File: src/rtl/flush_nibble_serializer_if.sv
// Handshake bundle between the flush FIFO read side, the nibble serializer and the nibble sink.
// The slave modport is the serializer's view; the master modport is the view of the environment driving it.
interface flush_nibble_serializer_if;
   logic        flush_valid_i;
   logic [31:0] flush_data_i;
   logic        flush_ready_o;
   logic        nib_valid_o;
   logic [3:0]  nib_data_o;
   logic        nib_last_o;
   logic        nib_ready_i;

   modport slave (
      input  flush_valid_i, flush_data_i, nib_ready_i,
      output flush_ready_o, nib_valid_o, nib_data_o, nib_last_o
   );

   modport master (
      output flush_valid_i, flush_data_i, nib_ready_i,
      input  flush_ready_o, nib_valid_o, nib_data_o, nib_last_o
   );
endinterface

File: src/rtl/flush_nibble_serializer.sv
// Queues 32-bit flush words and replays them one nibble per cycle, stripping PAD_NIBBLE padding.
// Optional feature macro: FLUSH_SER_PARITY_EN adds nib_parity_o (XOR of nib_data_o).
module flush_nibble_serializer #(
   parameter int unsigned DEPTH      = 2,
   parameter logic [3:0]  PAD_NIBBLE = 4'hC,
   parameter int unsigned CNT_W      = 8
) (
   input  logic                       rclock,
   input  logic                       reset,
   flush_nibble_serializer_if.slave   bus_io,
   output logic                       busy_o,
   output logic [CNT_W-1:0]           drop_cnt_o
`ifdef FLUSH_SER_PARITY_EN
   ,
   output logic                       nib_parity_o
`endif
);

   localparam int unsigned AW = (DEPTH > 1) ? $clog2(DEPTH) : 1;
   localparam logic [AW:0] ONE_C   = {{AW{1'b0}}, 1'b1};
   localparam logic [AW:0] DEPTH_C = DEPTH[AW:0];

   typedef enum logic {IDLE = 1'b0, SHIFT = 1'b1} state_t;

   logic [31:0]      mem_q [DEPTH];
   logic [AW-1:0]    wr_ptr_q, rd_ptr_q;
   logic [AW:0]      count_q, count_d;
   state_t           state_q;
   logic [31:0]      sr_q;
   logic [2:0]       idx_q;
   logic             nib_valid_q, nib_last_q, nib_parity_q;
   logic [3:0]       nib_data_q;
   logic [CNT_W-1:0] drop_cnt_q;

   logic [31:0]      head_s;
   logic [2:0]       idx_nx_s;
   logic             empty_s, head_ok_s, flush_ready_s, push_s, hs_s, pop_s;

   function automatic logic [3:0] nib_at(input logic [31:0] w, input logic [2:0] k);
      return w[{k, 2'b00} +: 4];
   endfunction

   // A nibble is last at slot 7 or when the following slot holds the pad value.
   function automatic logic last_at(input logic [31:0] w, input logic [2:0] k);
      if (k == 3'd7) begin
         return 1'b1;
      end else begin
         return nib_at(w, k + 3'd1) == PAD_NIBBLE;
      end
   endfunction

   function automatic logic parity4(input logic [3:0] n);
      return ^n;
   endfunction

   assign head_s        = mem_q[rd_ptr_q];
   assign empty_s       = (count_q == {(AW+1){1'b0}});
   assign head_ok_s     = !empty_s && (head_s[3:0] != PAD_NIBBLE);
   assign flush_ready_s = (count_q < DEPTH_C);
   assign push_s        = bus_io.flush_valid_i && flush_ready_s;
   assign hs_s          = nib_valid_q && bus_io.nib_ready_i;
   assign idx_nx_s      = idx_q + 3'd1;

   // Head is consumed when IDLE sees a word, or on a last-nibble handshake with a non-empty head.
   always_comb begin
      pop_s = 1'b0;
      case (state_q)
         IDLE:    pop_s = !empty_s;
         SHIFT:   pop_s = hs_s && nib_last_q && head_ok_s;
         default: pop_s = 1'b0;
      endcase
   end

   // Occupancy follows accepted pushes and pops.
   always_comb begin
      count_d = count_q;
      if (push_s && !pop_s) begin
         count_d = count_q + ONE_C;
      end else if (!push_s && pop_s) begin
         count_d = count_q - ONE_C;
      end else begin
         count_d = count_q;
      end
   end

   // Word storage; stale contents are harmless because the pointers reset.
   always_ff @(posedge rclock) begin
      if (push_s) begin
         mem_q[wr_ptr_q] <= bus_io.flush_data_i;
      end
   end

   // Queue pointers, serializer FSM and all registered stream outputs.
   always_ff @(posedge rclock) begin
      if (reset) begin
         wr_ptr_q     <= {AW{1'b0}};
         rd_ptr_q     <= {AW{1'b0}};
         count_q      <= {(AW+1){1'b0}};
         state_q      <= IDLE;
         sr_q         <= 32'h0000_0000;
         idx_q        <= 3'd0;
         nib_valid_q  <= 1'b0;
         nib_data_q   <= 4'h0;
         nib_last_q   <= 1'b0;
         nib_parity_q <= 1'b0;
         drop_cnt_q   <= {CNT_W{1'b0}};
      end else begin
         if (push_s) begin
            wr_ptr_q <= wr_ptr_q + ONE_C[AW-1:0];
         end
         if (pop_s) begin
            rd_ptr_q <= rd_ptr_q + ONE_C[AW-1:0];
         end
         count_q <= count_d;
         case (state_q)
            IDLE: begin
               if (head_ok_s) begin
                  state_q      <= SHIFT;
                  sr_q         <= head_s;
                  idx_q        <= 3'd0;
                  nib_valid_q  <= 1'b1;
                  nib_data_q   <= head_s[3:0];
                  nib_last_q   <= last_at(head_s, 3'd0);
                  nib_parity_q <= parity4(head_s[3:0]);
               end else if (!empty_s && (drop_cnt_q != {CNT_W{1'b1}})) begin
                  drop_cnt_q <= drop_cnt_q + {{(CNT_W-1){1'b0}}, 1'b1};
               end
            end
            SHIFT: begin
               if (hs_s && !nib_last_q) begin
                  idx_q        <= idx_nx_s;
                  nib_data_q   <= nib_at(sr_q, idx_nx_s);
                  nib_last_q   <= last_at(sr_q, idx_nx_s);
                  nib_parity_q <= parity4(nib_at(sr_q, idx_nx_s));
               end else if (hs_s && head_ok_s) begin
                  // Chain straight into the next word so there is no bubble.
                  sr_q         <= head_s;
                  idx_q        <= 3'd0;
                  nib_data_q   <= head_s[3:0];
                  nib_last_q   <= last_at(head_s, 3'd0);
                  nib_parity_q <= parity4(head_s[3:0]);
               end else if (hs_s) begin
                  state_q      <= IDLE;
                  idx_q        <= 3'd0;
                  nib_valid_q  <= 1'b0;
                  nib_data_q   <= 4'h0;
                  nib_last_q   <= 1'b0;
                  nib_parity_q <= 1'b0;
               end
            end
            default: state_q <= IDLE;
         endcase
      end
   end

   assign bus_io.flush_ready_o = flush_ready_s;
   assign bus_io.nib_valid_o   = nib_valid_q;
   assign bus_io.nib_data_o    = nib_data_q;
   assign bus_io.nib_last_o    = nib_last_q;
   assign busy_o               = !empty_s || (state_q == SHIFT);
   assign drop_cnt_o           = drop_cnt_q;
`ifdef FLUSH_SER_PARITY_EN
   assign nib_parity_o         = nib_parity_q;
`else
   logic unused_parity_s;
   assign unused_parity_s      = nib_parity_q;
`endif

endmodule

File: src/flat_wrapper.sv
// flat-port wrapper written by rule: the top's interface ports become plain ports
module flush_nibble_serializer_flat 
#(
   parameter int unsigned DEPTH      = 2,
   parameter logic [3:0]  PAD_NIBBLE = 4'hC,
   parameter int unsigned CNT_W      = 8
)
  (rclock, reset, busy_o, drop_cnt_o, bus_io_flush_valid_i, bus_io_flush_data_i, bus_io_nib_ready_i, bus_io_flush_ready_o, bus_io_nib_valid_o, bus_io_nib_data_o, bus_io_nib_last_o);
  flush_nibble_serializer_if bus_io_i ();
  input  logic rclock;
  input  logic reset;
  output logic busy_o;
  output logic [CNT_W-1:0] drop_cnt_o;
  input wire logic [$bits(bus_io_i.flush_valid_i)-1:0] bus_io_flush_valid_i;
  input wire logic [$bits(bus_io_i.flush_data_i)-1:0] bus_io_flush_data_i;
  input wire logic [$bits(bus_io_i.nib_ready_i)-1:0] bus_io_nib_ready_i;
  output wire logic [$bits(bus_io_i.flush_ready_o)-1:0] bus_io_flush_ready_o;
  output wire logic [$bits(bus_io_i.nib_valid_o)-1:0] bus_io_nib_valid_o;
  output wire logic [$bits(bus_io_i.nib_data_o)-1:0] bus_io_nib_data_o;
  output wire logic [$bits(bus_io_i.nib_last_o)-1:0] bus_io_nib_last_o;
  assign bus_io_i.flush_valid_i = bus_io_flush_valid_i;
  assign bus_io_i.flush_data_i = bus_io_flush_data_i;
  assign bus_io_i.nib_ready_i = bus_io_nib_ready_i;
  assign bus_io_flush_ready_o = bus_io_i.flush_ready_o;
  assign bus_io_nib_valid_o = bus_io_i.nib_valid_o;
  assign bus_io_nib_data_o = bus_io_i.nib_data_o;
  assign bus_io_nib_last_o = bus_io_i.nib_last_o;
  flush_nibble_serializer #(.DEPTH(DEPTH), .PAD_NIBBLE(PAD_NIBBLE), .CNT_W(CNT_W)) u_core (.rclock(rclock), .reset(reset), .bus_io(bus_io_i), .busy_o(busy_o), .drop_cnt_o(drop_cnt_o));
endmodule
File: config.mk
export PLATFORM = sky130hd
export DESIGN_NAME = flush_nibble_serializer_flat
export DESIGN_NICKNAME = d
export VERILOG_FILES = /design/src/rtl/flush_nibble_serializer_if.sv /design/src/rtl/flush_nibble_serializer.sv /design/src/flat_wrapper.sv
export SDC_FILE = /design/constraint.sdc
export NUM_CORES = 1
export LEC_CHECK = 0
export ABC_CLOCK_PERIOD_IN_PS = 7650
export BUFFER_PORTS_ARGS = -buffer_cell sky130_fd_sc_hd__buf_2
export CAP_MARGIN = 0
export CORE_AREA = 3 3 93 95
export CTS_CLUSTER_DIAMETER = 80
export CTS_CLUSTER_SIZE = 12
export DETAILED_ROUTE_END_ITERATION = 7
export DIE_AREA = 0 0 96 98
export GPL_TIMING_DRIVEN = 0
export HOLD_SLACK_MARGIN = 0.15
export PLACE_DENSITY = 0.82
export SETUP_SLACK_MARGIN = 0.3
export SLEW_MARGIN = 20
export SYNTH_ARGS = -nofsm -noshare
export SYNTH_HDL_FRONTEND = slang
export SYNTH_SLANG_ARGS = --single-unit
File: constraint.sdc
create_clock -name rclock -period 7.65 [get_ports rclock]
set_input_delay 0.765 -clock rclock [delete_from_list [all_inputs] [get_ports rclock]]
set_output_delay 0.765 -clock rclock [all_outputs]
set_load 0.1 [all_outputs]
==> summary.txt <==
Final layout
  – NumNets Final: between 400 and 500
  – Most common cell after layout, fill and taps aside: edfxtp_1
  – Number of inserted diodes: 0
  – # fillers: around 470
  – Most frequent cells in the layout: 64 x edfxtp_1, 56 x buf_2, 55 x nor2_1, 55 x dfxtp_1, 35 x mux2i_1
  – FF+latch area: 3023 µm²
  – Synth-to-Final Area Change: 20.40%
  – Area occupied by multi-input gates: approximately 1800 µm²
  – Layout cells sized above 1: 0.2357
  – Final Cell Area: 5982 µm²

CTS
  – Worst-skew pair later-pin latency: 510 ps
  – CTS tree: yes
  – Clock sink count: between 100 and 150
  – Clock buffer depth: 2
  – H-tree Lvls: 4
  – CTS root buf: clkbuf_8
  – Hold_buf cts: 0
  – CTS resizes: 0
  – Worst-path clk slew: approximately 60 ps
  – Post-CTS setup buffer count: 0
  – CTS buffer count: 17

Floorplanning
  – DIE AREA: between 9000 and 10000 µm²
  – Number of I/O pins: 52
  – Initial core utilization: 0.6364
  – Die height: 98 µm
  – CORE AREA: just under 8000 µm²
  – Cell row count: 32
  – Chip width: roughly 96 µm

Worst setup path
  – Crit Path Class: flip-flop to flip-flop
  – WP data required: roughly 8000 ps
  – Critical path arrival: roughly 3200 ps
  – Crit start category: flip-flop
  – Crit-path max FO: 10
  – Crit end category: flip-flop

Timing
  – Max Clock Skew: between 6 and 7 ps
  – Setup TNS: 0 ps
  – Final setup violation count: 0
  – Final number of hold-violating endpoints: 0
  – Period utilization: 0.3689
  – RSZ-0062 raised after global routing: no
  – Minimum clock period: between 2000 and 3000 ps
  – Setup ws final: just under 5000 ps
  – Slew @ Worst Pin: between 800 and 900 ps
  – Fmax: ~350 MHz
  – Slew Limit Fails: 0
  – Slew HR: 0.4157

Routing
  – Iter 0 DRT Violations: about 220
  – Vias/cell: just under 6
  – Via count: 3403
  – Final WL: just under 10 mm
  – ANT nets after route: 0
  – WL/cell: approximately 17 µm
  – DRT Pass-1 Iters: 4
  – Residual DRC count: 0

Status
  – Status: finished clean

Run
  – MaxCap Viol Count: 0

Pwr
  – Power density over the cells: about 400 nW/µm²
  – VDD IR max: between 0.2 and 0.25 mV
  – Switching pwr: around 840 µW
  – Gate power share: 0.302
  – Clk pwr share: 0.311
  – Internal power: ~1600 µW
  – Switching Fraction: 0.3492
  – Reg power frac: 0.387
  – Lkg Pwr: approximately 0.0022 µW

Yosys
  – Post-synth ARST share: 0
  – Ys Warns: 0
  – Cell variety after synth: between 50 and 60
  – Synth Flop Type: edfxtp_1
  – Mapped cell area: 4969 µm²
  – Syn Inst Count: ~390
  – Mean Syn Cell Area: 12.84 µm²
  – FF+latch count, synth: between 100 and 150
  – Post-synth EDFFs: 64
  – Register area share after synthesis: 0.6084
  – Syn nets: between 400 and 500

Placement
  – Post-DP HPWL: 6.753 mm
  – Placer Congestion: slightly above 0.8
  – Buffers on Ports: 50
  – Dpl ws: between 4000 and 5000 ps
  – Post-DP Area: 5410 µm²

Global routing
  – GRT Util Overall: 0.2270
  – Global-route wire length before repair: between 15 and 20 mm
  – Largest net degree at the start of global routing: 19
  – Initial antenna violation count: 0
  – Final global-route overflow total: 0
  – Vias in the first global route: 3324

Worst hold path
  – Hold Crit Class: input pin to flip-flop
## cell type report
| class | count | area share |
|---|---|---|
| multi-input combinational | 242 | 0.3060 |
| timing repair buffer | 52 | 0.05104 |
| buffer | 21 | 0.01757 |
| inverter | 5 | 0.003137 |
| clock buffer | 19 | 0.07383 |
| sequential | 119 | 0.5053 |
| tap | 102 | 0.02133 |
| clock inverter | 13 | 0.02175 |
## sequential cells by signal (all words and copies together) (netlist names), named ones only
signal / flops
u_core.mem_q: 64
u_core.sr_q: 32
u_core.drop_cnt_o: 8
u_core.bus_io.nib_data_o: 4
u_core.idx_q: 3
u_core.count_q: 2
u_core.bus_io.nib_last_o: 1
u_core.bus_io.nib_valid_o: 1
u_core.rd_ptr_q: 1
u_core.state_q: 1
u_core.wr_ptr_q: 1
## power by group through the flow
stage / clock network (µW) / registers, µW / logic [µW]
after CTS: 755 / 925 / 729
final: 748 / 929 / 726
after floorplan: 0 / 1000 / 471
after global routing: 791 / 942 / 789
after detailed placement: 0 / 934 / 716
after global placement: 0 / 930 / 682
## critical path, cell delays in order, from the launching register on
cell and delay (ps):
dfxtp_1 390, buf_2 310, inv_1 120, ha_1 410, clkbuf_1 430, mux4_2 400, mux2i_1 180, nor2_1 60
a211oi_1 270, nor3_1 100
## cell usage after synthesis (3+ instances only)
master	number	area share
mux4_2	9	0.041
nor4bb_1	4	0.0081
or4_1	3	0.0045
xnor2_1	3	0.0053
xor2_1	3	0.0053
nand3_1	4	0.0040
clkbuf_1	11	0.0083
dfxtp_1	55	0.22
ha_1	5	0.013
edfxtp_1	64	0.39
buf_2	6	0.0060
mux2_2	3	0.0068
inv_1	5	0.0038
nand4b_1	3	0.0053
o31ai_1	3	0.0045
nor2b_1	3	0.0038
nor2_1	55	0.042
o21ai_0	4	0.0040
a41oi_1	3	0.0053
or3_1	5	0.0063
a21oi_1	14	0.014
nand2_1	14	0.011
a211oi_1	32	0.048
mux2i_1	35	0.071
nor3_1	5	0.0050
## metrics by stage
stage	total power [µW]	hold slack, ps	util	cells
after global routing	2522	420.7	0.7662	573
after global placement	1612	472.8	0.6848	539
after detailed placement	1650	481.5	0.6929	541
after CTS	2408	422.8	0.7662	573
final	2403	440.0	0.7662	573
after floorplan	1473	468.7	-	387
## worst paths after layout
path | start | to | depth (start not counted) | slack [ps]
setup / recovery | u_core.idx_q[0]$_SDFFE_PP0P_ | u_core.bus_io.nib_data_o[1]$_SDFFE_PP0P_ | 9 | 4830
hold / removal | bus_io_flush_data_i[25] | u_core.mem_q[0][25]$_DFFE_PP_ | 1 | 440
setup reg to reg | u_core.idx_q[0]$_SDFFE_PP0P_ | u_core.bus_io.nib_data_o[1]$_SDFFE_PP0P_ | 9 | 4830
hold reg to reg | u_core.bus_io.nib_data_o[2]$_SDFFE_PP0P_ | u_core.bus_io.nib_data_o[2]$_SDFFE_PP0P_ | 2 | 490
## logic make-up after synthesis
logic type | share of synthesized area
flops | 0.6084
simple gates | 0.1181
compound gates | 0.1073
mux | 0.1181
buf+inv | 0.02493
xor+xnor | 0.01058
fa+ha+maj | 0.01259
## per-layer routing
| metal | vias to the layer above | GRT usage | routed length (µm) |
|---|---|---|---|
| li1 | 1625 | - | - |
| met3 | 18 | 0.07319 | 665 |
| met5 | - | 0 | 0 |
| met1 | 1638 | 0.2874 | 4128 |
| met2 | 122 | 0.3601 | 4953 |
| met4 | 0 | 0.08862 | 146 |
No activity file was read; power rests on OpenSTA's default activity.
